### src/rtl/axi_burst_addr_gen.sv
// rtl/axi_burst_addr_gen.sv - per-beat AXI burst address generator (FIXED/INCR/WRAP)
// Optional protocol-error detection is compiled in when AXI_BURST_ERR_CHECK_EN is defined.
module axi_burst_addr_gen #(
  parameter int ADDR_WIDTH = 32,
  parameter int DATA_WIDTH = 64,
  parameter int LEN_WIDTH  = 4,
  parameter int ID_WIDTH   = 4,
  localparam int LANE_BITS = $clog2(DATA_WIDTH / 8),
  localparam int LANE_W    = (LANE_BITS > 0) ? LANE_BITS : 1
) (
  input  logic                  clk,
  input  logic                  rst,
  input  logic                  cmd_valid,
  output logic                  cmd_ready,
  input  logic [ID_WIDTH-1:0]   cmd_id,
  input  logic [ADDR_WIDTH-1:0] cmd_addr,
  input  logic [LEN_WIDTH-1:0]  cmd_len,
  input  logic [2:0]            cmd_size,
  input  logic [1:0]            cmd_burst,
  output logic                  beat_valid,
  input  logic                  beat_ready,
  output logic [ID_WIDTH-1:0]   beat_id,
  output logic [ADDR_WIDTH-1:0] beat_addr,
  output logic [LANE_W-1:0]     beat_lane,
  output logic [LEN_WIDTH-1:0]  beat_idx,
  output logic                  beat_last,
  output logic                  beat_err
);

  localparam logic IDLE  = 1'b0;
  localparam logic BURST = 1'b1;
  localparam logic [1:0] BURST_FIXED = 2'b00;
  localparam logic [1:0] BURST_WRAP  = 2'b10;
  localparam logic [ADDR_WIDTH-1:0] ONE = {{(ADDR_WIDTH-1){1'b0}}, 1'b1};

  logic                  state_q, state_d;
  logic [ID_WIDTH-1:0]   id_q, id_d;
  logic [LEN_WIDTH-1:0]  len_q, len_d;
  logic [2:0]            size_q, size_d;
  logic [1:0]            burst_q, burst_d;
  logic [ADDR_WIDTH-1:0] start_q, start_d;
  logic [ADDR_WIDTH-1:0] addr_q, addr_d;
  logic [LEN_WIDTH-1:0]  idx_q, idx_d;
  logic                  last_q, last_d;
  logic                  err_q, err_d;

  logic                  beat_hs;
  logic                  cmd_hs;
  logic [ADDR_WIDTH-1:0] step;
  logic [ADDR_WIDTH-1:0] aligned;
  logic [ADDR_WIDTH-1:0] wrap_w;
  logic [ADDR_WIDTH-1:0] wrap_lo;
  logic [ADDR_WIDTH-1:0] wrap_nxt;
  logic [ADDR_WIDTH-1:0] next_addr;
  logic                  cmd_err;

  assign beat_hs   = (state_q == BURST) && beat_ready;
  assign cmd_ready = (state_q == IDLE) || (beat_hs && last_q);
  assign cmd_hs    = cmd_valid && cmd_ready;

  assign beat_valid = (state_q == BURST);
  assign beat_id    = id_q;
  assign beat_addr  = addr_q;
  assign beat_lane  = addr_q[LANE_W-1:0];
  assign beat_idx   = idx_q;
  assign beat_last  = last_q;

  // Next-beat address; reserved burst type follows the INCR path.
  always_comb begin
    step      = ONE << size_q;
    aligned   = addr_q & ~(step - ONE);
    wrap_w    = (ADDR_WIDTH'(len_q) + ONE) << size_q;
    wrap_lo   = start_q & ~(wrap_w - ONE);
    wrap_nxt  = addr_q + step;
    if (wrap_nxt == wrap_lo + wrap_w) begin
      wrap_nxt = wrap_lo;
    end
    next_addr = aligned + step;
    if (burst_q == BURST_FIXED) begin
      next_addr = addr_q;
    end else if (burst_q == BURST_WRAP) begin
      next_addr = wrap_nxt;
    end
  end

`ifdef AXI_BURST_ERR_CHECK_EN
  logic [ADDR_WIDTH-1:0] cmd_b;
  logic [ADDR_WIDTH-1:0] cmd_a;
  logic [ADDR_WIDTH-1:0] incr_end;
  int unsigned           len_ext;
  logic                  wrap_len_ok;

  always_comb begin
    cmd_b       = ONE << cmd_size;
    cmd_a       = cmd_addr & ~(cmd_b - ONE);
    incr_end    = cmd_a + (ADDR_WIDTH'(cmd_len) << cmd_size);
    len_ext     = 32'(cmd_len);
    wrap_len_ok = (len_ext == 1) || (len_ext == 3) || (len_ext == 7) || (len_ext == 15);
    cmd_err     = 1'b0;
    if (int'(cmd_size) > LANE_BITS) cmd_err = 1'b1;
    if (cmd_burst == 2'b11) cmd_err = 1'b1;
    if (cmd_burst == BURST_WRAP && (!wrap_len_ok || (cmd_addr & (cmd_b - ONE)) != '0)) cmd_err = 1'b1;
    if (cmd_burst == 2'b01 && incr_end[ADDR_WIDTH-1:12] != cmd_addr[ADDR_WIDTH-1:12]) cmd_err = 1'b1;
    if ((cmd_burst == BURST_FIXED || cmd_burst == BURST_WRAP) && len_ext > 15) cmd_err = 1'b1;
  end

  assign beat_err = err_q;
`else
  assign cmd_err  = 1'b0;
  assign beat_err = 1'b0;
`endif

  always_comb begin
    state_d = state_q;
    id_d    = id_q;
    len_d   = len_q;
    size_d  = size_q;
    burst_d = burst_q;
    start_d = start_q;
    addr_d  = addr_q;
    idx_d   = idx_q;
    last_d  = last_q;
    err_d   = err_q;
    if (beat_hs) begin
      if (last_q) begin
        state_d = IDLE;
      end else begin
        idx_d  = idx_q + 1'b1;
        addr_d = next_addr;
        last_d = ((idx_q + 1'b1) == len_q);
      end
    end
    // A command accepted on the last beat reloads with no idle cycle.
    if (cmd_hs) begin
      state_d = BURST;
      id_d    = cmd_id;
      len_d   = cmd_len;
      size_d  = cmd_size;
      burst_d = cmd_burst;
      start_d = cmd_addr;
      addr_d  = cmd_addr;
      idx_d   = '0;
      last_d  = (cmd_len == '0);
      err_d   = cmd_err;
    end
  end

  always_ff @(posedge clk or posedge rst) begin
    if (rst) begin
      state_q <= IDLE;
      id_q    <= '0;
      len_q   <= '0;
      size_q  <= '0;
      burst_q <= '0;
      start_q <= '0;
      addr_q  <= '0;
      idx_q   <= '0;
      last_q  <= 1'b0;
      err_q   <= 1'b0;
    end else begin
      state_q <= state_d;
      id_q    <= id_d;
      len_q   <= len_d;
      size_q  <= size_d;
      burst_q <= burst_d;
      start_q <= start_d;
      addr_q  <= addr_d;
      idx_q   <= idx_d;
      last_q  <= last_d;
      err_q   <= err_d;
    end
  end

`ifndef AXI_BURST_ERR_CHECK_EN
  logic unused_err;
  assign unused_err = err_q ^ err_d;
`endif

endmodule

### config.mk
export PLATFORM = sky130hd
export DESIGN_NAME = axi_burst_addr_gen
export DESIGN_NICKNAME = d
export VERILOG_FILES = /design/src/rtl/axi_burst_addr_gen.sv
export SDC_FILE = /design/constraint.sdc
export NUM_CORES = 1
export LEC_CHECK = 0
export ABC_AREA = 0
export BUFFER_PORTS_ARGS = -buffer_cell sky130_fd_sc_hd__buf_2
export CORE_MARGIN = 2
export CORE_UTILIZATION = 45
export CTS_CLUSTER_SIZE = 8
export DETAILED_ROUTE_END_ITERATION = 16
export PLACE_DENSITY = 0.68
export SLEW_MARGIN = 20
export SYNTH_ARGS = -nofsm -noshare
export SYNTH_HDL_FRONTEND = slang
export SYNTH_SLANG_ARGS = --single-unit
### constraint.sdc
create_clock -name clk -period 6.2 [get_ports clk]
set_input_delay 0.93 -clock clk [delete_from_list [all_inputs] [get_ports clk]]
set_output_delay 0.93 -clock clk [all_outputs]
set_load 0.005 [all_outputs]
Word-level counts from Yosys, hierarchy flattened
Index checks and enable logic that the tools add are counted.
Operators by class
  multipliers: 0
  reduce and logical (&&, ||, !) cells: 11
  order comparisons: 0
  multiplexer cells: 15
  divide/modulo/power cells: 0
  add/sub/neg operators: 7
  bitwise logic cells: 5
  eq/ne operators: 5
  shift operators: 2
Operators by type and width (count)
  $mux 32: 6
  $add 32x32->32: 3
  $and 32x32->32: 2
  $not 32->32: 2
  $sub 32x1->32 const B: 2
  $eq 32x32->1: 1
  $shl 1x3->32 const A: 1
  $shl 5x3->32: 1
  $mux 4: 3
  $mux 1: 6
  $add 4x1->5 const B: 1
  $add 4x1->4 const B: 1
  $eq 4x4->1: 1
  $logic_not 4->1: 1
  $reduce_and 2->1: 2
  $reduce_bool 2->1: 2
  $logic_and 1x1->1: 3
  $reduce_and 3->1: 1
  $eq 2x2->1 const B: 1
  $logic_not 2->1: 1
  $ne 2x1->1 const B: 1
  $ne 2x2->1 const B: 1
  $logic_or 1x1->1: 1
  $not 1->1: 1
Word-level totals
  RAM bits: 0
  flip-flop bits (word level): 83
  output and inout port bits: 47
  ROM bits: 0
  bits in latches: 0
  word-level logic and storage cells: 54
  memories: 0

Logic depth before layout (Yosys ltp)
  depth after elaboration: 13
  gate-level depth with buffers: 27

Least setup slack after synthesis
No wires, ideal clock.
  path kind: flip-flop to flip-flop
  from: reg len_q[0]
  to: reg addr_q[19] (netlist: beat_addr[19])
  data required time: 6.064 ns
  path slack: 0.705 ns
  data arrival time: 5.359 ns
  path buffers: 2
  clock period less this slack: 5.495 ns
  library setup time: 0.136 ns
  stages on the path, launching flop included: 25
  path through: dfrtp_1 > ha_1 > buf_2 > xnor2_1 > o21ai_0 > a221o_1 > nor3b_4 > and2_1 > nand3_1 > nor3_1 > ha_1 > and2_1 > ha_1 > and3_1 > o2111ai_1 > o21ba_2 > o21bai_1 > or3_1 > nor3_1 > o211ai_1 > nor4_4 > nand2_2 > buf_6 > a2111oi_4 > nor3_1
On the way
  word-level cells in the longest chain between the ends: 13
Ends and longest elaborated chain
  start, declared: RTL line 38  | logic [LEN_WIDTH-1:0] len_q, len_d;
  start signal, assigned: RTL line 163  | len_q <= len_d;
  $add 4x1->5 *: RTL line 72  | wrap_w = (ADDR_WIDTH'(len_q) + ONE) << size_q;
  $shl 5x3->32 *: RTL line 72
  $sub 32x1->32: RTL line 73  | wrap_lo = start_q & ~(wrap_w - ONE);
  $not 32->32: RTL line 73
  $and 32x32->32: RTL line 73
  $add 32x32->32: RTL line 75  | if (wrap_nxt == wrap_lo + wrap_w) begin
  $eq 32x32->1: RTL line 75
  $mux 32 *: RTL line 75
  $mux 32 *: RTL line 81  | end else if (burst_q == BURST_WRAP) begin
  $mux 32 *: RTL line 79  | if (burst_q == BURST_FIXED) begin
  $mux 32 *: RTL line 125  | if (last_q) begin
  $mux 32 *: RTL line 124  | if (beat_hs) begin
  $mux 32 *: RTL line 134  | if (cmd_hs) begin
  end signal, assigned: RTL line 167  | addr_q <= addr_d;
  end, declared: RTL line 42  | logic [ADDR_WIDTH-1:0] addr_q, addr_d;
Every way passes the cells marked *; elsewhere a longest branch is shown, timed or not. The select of a mux whose other input is x is not followed.
A chain may end at the register's enable or synchronous reset.

Final worst setup path
  from: reg size_q[1]
  to: reg addr_q[12] (netlist: beat_addr[12])
On the way
  word-level cells in the longest chain between the ends: 12
  elaborated cells between the ends (all ways): 18
  classes of those cells: add/sub (5); eq/ne (1); shift (2); mux (6); bitwise (4)
Ends and longest elaborated chain
  start, declared: RTL line 39  | logic [2:0] size_q, size_d;
  start signal, assigned: RTL line 164  | size_q <= size_d;
  $shl 5x3->32: RTL line 72
  $sub 32x1->32: RTL line 73
  $not 32->32: RTL line 73
  $and 32x32->32: RTL line 73
  $add 32x32->32: RTL line 75
  $eq 32x32->1: RTL line 75
  $mux 32: RTL line 75
  $mux 32 *: RTL line 81
  $mux 32 *: RTL line 79
  $mux 32 *: RTL line 125
  $mux 32 *: RTL line 124
  $mux 32 *: RTL line 134
Marked as above.

==> flow_metrics.tcl <==
set metrics [dict create \
    synth_cells 1201 \
    worst_skew_pair.late_latency_ps 370 \
    layout.cells.most_common "sky130_fd_sc_hd__nand2_1" \
    grt_total_usage_pct 30.1 \
    drtIter0Drc 948 \
    clock-root-buffer "sky130_fd_sc_hd__clkbuf_16" \
    n_fill_cell 1986 \
    detailroute.via_count 9538 \
    drc_errors 0 \
    floorplan.die.width_um 146 \
    yosys_register_bits 83 \
    route.detailed.wl_per_inst_um 20.8 \
    place_congestion 0.988 \
    starting_utilization_of_the_core_area_pct 46.3 \
    clock_tree.htree_level_count 3 \
    timing.final.crit_share_pct 94.7 \
    wirelength_um 32000 \
    core_area_sq_mm 0.0196 \
    finalCriticalPeriod_ps 5870 \
    postSynthNetCount 1277 \
    synth_area_sq_mm 0.00906 \
    power_leakage_nw 4.47 \
    vias_per_cell 6.19 \
    tritoncts "built" \
    worst_ep_required_time_ps 6500 \
    grt_first_pass_wirelength_um 50700 \
    layout.cells.most_common_list "sky130_fd_sc_hd__nand2_1 (224), sky130_fd_sc_hd__buf_2 (94), sky130_fd_sc_hd__dfrtp_1 (81)" \
    holdPathEnd "start_q[10]" \
    synth-simple-area-share_pct 29.5 \
    vdd.ir_drop.worst_mv 0.432 \
    post_synth_xor_area_fraction_pct 12.7 \
    crit_path_cell_trace "buf_12, nand4b_1, o21ai_0, a221o_2, nor3b_4, and2_1, nand3_1, nor3_1, ha_1, and2_1, ha_1, and3_1, o2111ai_1, o21ba_2, o21bai_1, or3_1, nor3_1, o211ai_1, nor4_4, nand2_2, buf_12, or4_1, nand2_1" \
    setup_tns_ps 0 \
    hold_path.startpoint "start_q[10]" \
    finalHoldWorstSlack_ps 478 \
    synth_flop_type "sky130_fd_sc_hd__dfrtp_1" \
    maximum_number_of_pins_on_one_net_before_global_route_repair 53 \
    synth.lib_cells_used.distinct 95 \
    port_buffers 94 \
    synth-edff-count 0 \
    die_area_sq_mm 0.0213 \
    number_of_global_route_vias_before_repair 9003 \
    synthMuxAreaShare_pct 2.47 \
    floorplan.die.height_um 146 \
    detailedRoute.firstPassIterationCount 5 \
    diodes 0 \
    finClkSkew_ps 12.6 \
    worst_path_largest_cell_delay_ps 600 \
    rows 51 \
    status "finished, final reports clean" \
    rr_startpoint "size_q[1]" \
    worst_rel_slew_slack_pct 27.1 \
    synthTopCellsByArea "sky130_fd_sc_hd__dfrtp_1 (23%), sky130_fd_sc_hd__nand2_1 (9.3%), sky130_fd_sc_hd__xnor2_1 (6.8%)" \
    rrSetupSlack_ps 330 \
    yosys.area_share.adder_pct 3.89 \
    yosysTopAreaCellShare_pct 22.9 \
    post-synth-top-area-cell "sky130_fd_sc_hd__dfrtp_1" \
    io_pins 96 \
    layout.nets 1347 \
    setup_viol 0 \
    postSynth.asyncResetShare_pct 100 \
    max_cap_violations 0 \
    max_clock_freq_mhz 170 \
    number_of_antenna_violations_at_the_first_check_in_global_routing 1 \
    dpl_hpwl_um 24300 \
    final_core_utilization_pct 52.2 \
    reg2reg_depth 23 \
    report.final.slew_viol_count 0 \
    synth.yosys.seq_area_share_pct 22.9 \
    layoutNonFillerInstCount 1541 \
    flow.area_growth_from_synthesis_pct 12.8 \
    critical_path_peak_fanout 31 \
    syn_avg_cell_area_sq_um 7.55 \
    cts-buffers-inserted 9 \
    yosysWarningCount 0 \
    post_cts_hold_buffer_count 0 \
    worst-setup-path-type "reg -> reg" \
    hold_class "reg -> reg" \
    post-place-cells 1523 \
    main_combinational_cell_family_by_area_after_synthesis "simple AND/OR/NAND/NOR gates" \
    worst-endpoint-arrival_ps 6170 \
    cp_slowest_cell "sky130_fd_sc_hd__dfrtp_1" \
    global_route_overflow 0 \
    clock_tree.buffer_depth 2 \
    timing.critical_path.to_type "flip-flop" \
    pwr_dens_mw_per_mm2 649 \
    capture_point_of_the_worst_reg_to_reg_path "beat_addr[12]" \
    hold-path-cell-count 2 \
    synth_compound_gate_area_share_pct 23.3 \
    clock_sinks 83 \
    rsz_0062_raised_after_global_routing "false" \
    timing.critical_path.from_type "flip-flop" \
    fraction_of_final_layout_cells_sized_beyond_drive_strength_1_pct 15.4 \
    final_hold_viol_count 0 \
    tightest_slew_ps 1090 \
    route.antenna.remaining_nets 0 \
    worst_setup_hold_path_clk_slew_ps 70 \
]
worst max-delay path: cells and delay by family, from the launching register on:
family | cells | cell delay (ps)
fa+ha+maj | 2 | 570
buf+inv | 2 | 400
compound gates | 6 | 1350
flops | 1 | 600
simple gates | 13 | 2860
flip-flops by register name, indices dropped and copies added, names as in the netlist:
register,cells
beat_addr,32
len_q,4
beat_idx,4
beat_valid,1
size_q,3
burst_q,2
beat_id,4
beat_last,1
start_q,32
report_power, final:
group / leakage (nW) / internal [mW] / total (mW) / switching (mW)
logic: 3.30 / 1.95 / 4.75 / 2.80
registers: 1.03 / 0.794 / 1.30 / 0.503
clock network: 0.138 / 0.326 / 0.587 / 0.262
total: 4.47 / 3.07 / 6.64 / 3.57
layout make-up:
| type | instances | area, sq um | share of cell area (%) |
|---|---|---|---|
| well taps | 265 | 332 | 3.24 |
| flip-flops and latches | 83 | 2080 | 20.3 |
| inverters | 32 | 121 | 1.19 |
| multi-input cells | 1009 | 6580 | 64.3 |
| clock buffers | 11 | 243 | 2.37 |
| repair buffers | 136 | 811 | 7.93 |
| clock inverters | 5 | 61.3 | 0.599 |
routing by layer:
metal / share of wire (%) / global-route usage (%) / routed length, um / vias up
li1: - / - / - / 4489
met1: 46 / 43.4 / 14800 / 4562
met2: 42 / 44.5 / 13300 / 434
met3: 9.6 / 7.15 / 3070 / 53
met4: 2.6 / 9.46 / 825 / 0
met5: 0 / 0 / 0 / -
timing repair:
action	in CTS	in global routing
endpoints found under the setup margin	0	31
gates resized for setup	0	11
buffers inserted	0	2
cell usage after synthesis (7+ instances only):
library cell / count
sky130_fd_sc_hd__a21boi_0: 17
sky130_fd_sc_hd__a21o_1: 10
sky130_fd_sc_hd__a21oi_1: 61
sky130_fd_sc_hd__a22oi_1: 10
sky130_fd_sc_hd__a31oi_1: 18
sky130_fd_sc_hd__a41oi_1: 7
sky130_fd_sc_hd__and2_1: 28
sky130_fd_sc_hd__and3_1: 25
sky130_fd_sc_hd__buf_2: 18
sky130_fd_sc_hd__buf_4: 7
sky130_fd_sc_hd__clkbuf_1: 45
sky130_fd_sc_hd__dfrtp_1: 83
sky130_fd_sc_hd__ha_1: 25
sky130_fd_sc_hd__inv_1: 31
sky130_fd_sc_hd__mux2i_1: 19
sky130_fd_sc_hd__nand2_1: 225
sky130_fd_sc_hd__nand2b_1: 19
sky130_fd_sc_hd__nand3_1: 51
sky130_fd_sc_hd__nand4_1: 23
sky130_fd_sc_hd__nor2_1: 55
sky130_fd_sc_hd__nor2b_1: 7
sky130_fd_sc_hd__nor3_1: 33
sky130_fd_sc_hd__nor4_1: 12
sky130_fd_sc_hd__o2111ai_1: 13
sky130_fd_sc_hd__o211ai_1: 11
sky130_fd_sc_hd__o21a_1: 12
sky130_fd_sc_hd__o21ai_0: 57
sky130_fd_sc_hd__o22ai_1: 7
sky130_fd_sc_hd__o31ai_1: 12
sky130_fd_sc_hd__or3_1: 7
sky130_fd_sc_hd__xnor2_1: 70
sky130_fd_sc_hd__xor2_1: 44
cells by family (layout without fill, tap and decap cells):
kind of cell | count (synthesis) | count (layout)
adder cells (fa/ha/maj) | 27 | 27
AO/OA/AOI/OAI | 304 | 304
other | 1 | 1
flip-flops | 83 | 83
XOR/XNOR | 121 | 121
AND/OR/NAND/NOR | 534 | 534
buffers and inverters | 109 | 184
multiplexers | 22 | 22
metrics by stage:
| step | setup slack (ps) | area (sq um) | total power [mW] |
|---|---|---|---|
| floorplan | 705 | 9060 | 4.48 |
| global placement | 266 | 9860 | 5.83 |
| detailed placement | 235 | 9860 | 5.86 |
| CTS | 152 | 10200 | 6.48 |
| global route | 6.48 | 10200 | 7.14 |
| finish | 327 | 10200 | 6.64 |
worst max path at each step:
stage | start | to | slack (ps) | cells after the start
2_1_floorplan | len_q[0] | beat_addr[19] | 700 | 24
3_3_place_gp | len_q[0] | beat_addr[12] | 270 | 24
3_5_place_dp | len_q[0] | beat_addr[23] | 230 | 24
4_1_cts | len_q[0] | beat_addr[12] | 150 | 24
5_1_grt | size_q[1] | beat_addr[12] | 6 | 24
6_report | size_q[1] | beat_addr[12] | 330 | 23
No activity file was read; power rests on OpenSTA's default activity.
